===== src/rtl/btn_event.sv =====
// Press classifier behind the button debouncer: short/long/auto-repeat single-cycle pulses.
// Optional auto-repeat enabled by defining BTN_REPEAT_EN. LONG_CNT and REP_CNT must both be >= 2.
module btn_event #(
  parameter int CLK_FREQ  = 125000000,
  parameter int LONG_MS   = 1000,
  parameter int REPEAT_MS = 200
) (
  input  logic       clk,
  input  logic       rst,
  input  logic       btn_db,
  output logic       short_pulse,
  output logic       long_pulse,
  output logic       rep_pulse,
  output logic       held,
  output logic [7:0] evt_count
);

  localparam int LONG_CNT = (CLK_FREQ / 1000) * LONG_MS;
  localparam int REP_CNT  = (CLK_FREQ / 1000) * REPEAT_MS;
  localparam logic [31:0] LONG_LIM = 32'(LONG_CNT - 1);
  localparam logic [31:0] REP_LIM  = 32'(REP_CNT - 1);

  typedef enum logic [1:0] {
    IDLE      = 2'd0,
    PRESSED   = 2'd1,
    LONG_HELD = 2'd2
  } state_t;

  state_t      state_reg, state_next;
  logic [31:0] cnt_reg, cnt_next;
  logic        armed_reg, armed_next;
  logic        short_reg, short_next;
  logic        long_reg, long_next;
  logic        rep_reg, rep_next;
  logic [7:0]  evt_reg, evt_next;

  always_ff @(posedge clk) begin
    if (rst) begin
      state_reg <= IDLE;
      cnt_reg   <= '0;
      armed_reg <= 1'b0;
      short_reg <= 1'b0;
      long_reg  <= 1'b0;
      rep_reg   <= 1'b0;
      evt_reg   <= '0;
    end else begin
      state_reg <= state_next;
      cnt_reg   <= cnt_next;
      armed_reg <= armed_next;
      short_reg <= short_next;
      long_reg  <= long_next;
      rep_reg   <= rep_next;
      evt_reg   <= evt_next;
    end
  end

  always_comb begin
    state_next = state_reg;
    cnt_next   = cnt_reg;
    armed_next = armed_reg;
    short_next = 1'b0;
    long_next  = 1'b0;
    rep_next   = 1'b0;
    evt_next   = evt_reg;
    case (state_reg)
      IDLE: begin
        // A press still held across reset is discarded until the button is seen released.
        if (!armed_reg) begin
          if (!btn_db) armed_next = 1'b1;
        end else if (btn_db) begin
          state_next = PRESSED;
          cnt_next   = '0;
        end
      end
      PRESSED: begin
        if (!btn_db) begin
          short_next = 1'b1;
          evt_next   = evt_reg + 8'd1;
          state_next = IDLE;
        end else if (cnt_reg == LONG_LIM) begin
          long_next  = 1'b1;
          evt_next   = evt_reg + 8'd1;
          state_next = LONG_HELD;
          cnt_next   = '0;
        end else begin
          cnt_next = cnt_reg + 32'd1;
        end
      end
      LONG_HELD: begin
        if (!btn_db) begin
          state_next = IDLE;
        end
`ifdef BTN_REPEAT_EN
        else if (cnt_reg == REP_LIM) begin
          rep_next = 1'b1;
          cnt_next = '0;
        end else begin
          cnt_next = cnt_reg + 32'd1;
        end
`endif
      end
      default: state_next = IDLE;
    endcase
  end

  assign short_pulse = short_reg;
  assign long_pulse  = long_reg;
  assign rep_pulse   = rep_reg;
  assign held        = (state_reg != IDLE);
  assign evt_count   = evt_reg;

endmodule


===== config.mk =====
export PLATFORM = sky130hd
export DESIGN_NAME = btn_event
export DESIGN_NICKNAME = d
export VERILOG_FILES = /design/src/rtl/btn_event.sv
export SDC_FILE = /design/constraint.sdc
export NUM_CORES = 1
export LEC_CHECK = 0
export ABC_AREA = 1
export BUFFER_PORTS_ARGS = -buffer_cell sky130_fd_sc_hd__buf_2
export CAP_MARGIN = 25
export CORE_ASPECT_RATIO = 0.6
export CORE_MARGIN = 2
export CORE_UTILIZATION = 31
export CTS_BUF_LIST = sky130_fd_sc_hd__clkbuf_8
export DETAILED_ROUTE_END_ITERATION = 16
export HOLD_SLACK_MARGIN = 0.06
export PLACE_DENSITY = 0.44
export SLEW_MARGIN = 20
export SYNTH_ARGS = -nofsm -noshare
export SYNTH_HDL_FRONTEND = slang
export SYNTH_SLANG_ARGS = --single-unit

===== constraint.sdc =====
create_clock -name clk -period 4.95 [get_ports clk]
set_clock_uncertainty 0.2 [all_clocks]
set_input_delay 0.495 -clock clk [delete_from_list [all_inputs] [get_ports clk]]
set_output_delay 0.495 -clock clk [all_outputs]
set_load 0.005 [all_outputs]

==> run summary <==
The flow ran to the end, and the final reports show no timing, DRC or antenna violations. The final cycle utilization of the critical path came out at 44.7%. STA classifies the critical path endpoint as a flop. The count of nets left with antenna violations once routing finished came out at 0. The logs give 4.96 ns for the required time of the worst setup path and 8430 um for the final wirelength. The tools report the first-pass GRT wire length as 13400 um. Traced cell by cell, the critical path runs through nor2_2 > nand2_2 > nand2_2 > nor2_4 > inv_4 > nor3_1 > xor2_1 > nor2_1. The run gives 6460 um as the post-DP HPWL. Worst hold-check path type: primary input to flop. Derived from the worst setup path, the maximum achievable clock frequency is 452 MHz. VDD sags by at most 84.6 uV. Setup repair after global routing left no endpoint under its margin. In this run the cell area of the synthesized design comes to 2840 um2.

From left edge to right edge, the die measures 128 um. In the final routed layout, each cell accounts on average for 14.6 um. After the flow finishes, the layout carries non-filler instances totaling 577.

During I/O placement, the number of pins put on the boundary was 15. The via count of the first global-routing pass came out at 2430. The number of antenna violations at the first check in global routing is 0, and the number of gates resized after CTS is 0. The clock tree synthesis step divided the H-tree into 2 levels. Entering global routing, the biggest net connects 27 pins.

The data arrival at the endpoint of the critical path was 2.23 ns; the final critical path time including I/O delays and setup was 2.21 ns. The number of setup buffers added after CTS is 0. Once the floorplan was initialized, standard cells occupied 32.7% of the core. TritonCTS built the clock tree.

The clock reaches the later pin of the worst-skew pair after 0.32 ns. For this run, the post-layout net count is 469. The worst register-to-register path has a setup slack of 2.74 ns. In this run, synthesis produced a sequential element count of 45.

The detailed-router iteration count before antenna repair was 5; the flip-flop count of the largest register, all copies and words added was 32. In this design, the critical path's most frequently occurring cell is nand2_2. The startpoint identified for the worst hold timing path is btn_db.

The area growth from synthesis to layout came out at 7.80%. In this run the critical register-to-register path is launched from state_reg[1]. Final hold analysis gives a worst-case slack of 0.251 ns.

After synthesis, the mean cell area works out to 6.24 um2. Max-cap violations in this run came to 0. Measured along the y axis, the die boundary spans 78.1 um. The setup path with the least slack is of type flop to flop. The fraction of the yosys area taken by sequential cells came out at 31.7%.

Dividing the detail-routed via count by the number of cells gives 4.82. The analysis attributes to cell leakage a power of 1.05 nW. Input and output buffers added on the ports amount to 13. Counting every instance in the synthesized netlist gives 455.

The core box area came out at 8690 um2. The run gives 2 as the maximum clock path buffer count. Setup violations remaining at the end of the flow were counted as 0.

In this run the core area contains 26 standard-cell rows. The tools report the final number of max-transition violations as 0. The logs give 60.9% for the worst-case headroom to the max-slew limit and 0.827 for the weighted congestion reported at the end of routability-driven placement. Counting the fill cells in the layout gives 951.

The number of warnings issued by yosys was 0. The diode insertion count for antenna repair is 0, and the post-cts hold buffer count is 0. In this run the power density over the cells is 216 nW/um2. For this run the aggregate overflow at the end of global routing stands at 0. Counting distinct cell types in the post-synthesis netlist gives 36.

The post-route netlist has 10.5% of its cells at a drive strength greater than 1. The root cell of the clock tree is clkbuf_8. The logs give 5 for the number of CTS-inserted buffers and 35.2% for the core occupancy in the finished layout.

The floorplan step defined a die boundary enclosing 9960 um2. The routed layout has 2782 vias. The critical path starts at state_reg[1]. Counting every sink on the clock net gives 45. For the net count of the mapped netlist, the log shows 460.

Type of origin of the critical path: a flop. At the pin with the least slew margin, the transition time is 0.586 ns. The largest incremental delay on the critical path came out at 0.49 ns. The total routing usage reported by global routing was 17.7%. The summed negative setup slack over all endpoints was 0 ns; the maximum fanout encountered on the critical timing path was 26. The total instance count after detailed placement came out at 569. The slowest stage of the critical path is the dfxtp_1 cell. The logs give 0 for the number of hold-slack violations in the final timing report and 0 for the count of unresolved DRC violations after routing. Violation count after the first detailed-route iteration: 267. After clock tree synthesis, the clock-pin slew on the worst setup and hold paths is 0.10 ns.
==> stage by stage <==
stage          power [mW]  setup WS, ns  instance area [um2]
6_report            0.660          2.74                 3060
3_3_place_gp        0.421          2.68                 2970
4_1_cts             0.664          2.77                 3060
5_1_grt             0.686          2.59                 3060
2_1_floorplan       0.412          3.22                 2840
3_5_place_dp        0.422          2.73                 2970
==> logic make-up after synthesis <==
| logic type | synth area share, % |
|---|---|
| AOI/OAI and AO/OA | 8.02 |
| xor gates and xnor gates | 4.01 |
| adders and majority gates | 0.881 |
| buffers and inverters | 8.77 |
| DFF | 31.7 |
| other | 0.132 |
| and+or+nand+nor | 46.5 |
==> layout make-up <==
cell class,instances,area [um2],area share (%)
multi-input combinational,353,1690,55.2
sequential,45,901,29.4
inverter,46,175,5.72
tap,112,140,4.58
clock buffer,5,68.8,2.25
timing repair buffer,13,65.1,2.13
clock inverter,3,21.3,0.695
==> routing by layer <==
layer / vias up / GRT usage [%] / wire [um]
li1: 1454 / - / -
met1: 1250 / 30.3 / 5060
met2: 69 / 20.8 / 2820
met3: 9 / 3.95 / 472
met4: 0 / 3.63 / 71
met5: - / 0 / 0
==> synthesized netlist by cell type <==
| library cell | n | area (um2) |
|---|---|---|
| ha_1 | 2 | 25.0 |
| nand2_2 | 7 | 43.8 |
| inv_2 | 2 | 7.51 |
| nand2_1 | 135 | 507 |
| o21ai_1 | 1 | 5.00 |
| nor2b_1 | 1 | 6.26 |
| o21bai_2 | 1 | 11.3 |
| dfxtp_1 | 45 | 901 |
| xnor2_1 | 5 | 43.8 |
| o21bai_1 | 1 | 7.51 |
| nor4_1 | 1 | 6.26 |
| nor2_4 | 8 | 90.1 |
| nor3_1 | 7 | 35.0 |
| clkbuf_1 | 4 | 15.0 |
| nand3b_1 | 1 | 7.51 |
| inv_1 | 42 | 158 |
| xor2_1 | 8 | 70.1 |
| nand4_2 | 1 | 12.5 |
| or2_2 | 1 | 6.26 |
| inv_4 | 1 | 6.26 |
| o21ai_2 | 1 | 8.76 |
| nor2_2 | 4 | 25.0 |
| nor3_2 | 1 | 10.0 |
| clkinv_1 | 1 | 3.75 |
| buf_2 | 2 | 10.0 |
| o21ai_0 | 7 | 35.0 |
| nand2_4 | 1 | 11.3 |
| buf_4 | 2 | 15.0 |
| nand3_1 | 43 | 215 |
| nand4_1 | 8 | 50.1 |
| a21oi_1 | 32 | 160 |
| or2_0 | 3 | 18.8 |
| buf_6 | 3 | 33.8 |
| nor2_1 | 71 | 267 |
| conb_1 | 1 | 3.75 |
| nor3b_1 | 1 | 7.51 |
==> where the power goes <==
group,leakage [nW],internal (mW),switching [mW]
logic,0.639,0.00971,0.0373
registers,0.363,0.364,0.00240
clock network,0.0445,0.101,0.146
total,1.05,0.475,0.185
==> worst paths after layout <==
kind / endpoint / cells past startpoint
max reg2reg: cnt_reg[15] / 8
min: short_pulse / 2
max: cnt_reg[15] / 8
min reg2reg: evt_count[7] / 2
==> worst max-delay path: cells and delay by family (launching register included) <==
family,cells,cell delay [ns]
flip-flops,1,0.49
AND/OR/NAND/NOR,6,0.98
XOR/XNOR,1,0.18
buffers and inverters,1,0.24
==> layout by cell type (no fill, tap or decap), drive strengths merged <==
cell type,count
a21oi,32
ha,2
dfxtp,45
nor4,1
nand4,9
xor2,8
xnor2,5
clkinvlp,1
nand3,43
clkbuf,5
conb,1
nor2b,1
nor3b,1
buf,13
o21ai,9
o21bai,2
nand2,143
or2,4
clkinv,2
nor3,8
nand3b,1
inv,46
nor2,83
(Power assumes the default switching activity.)
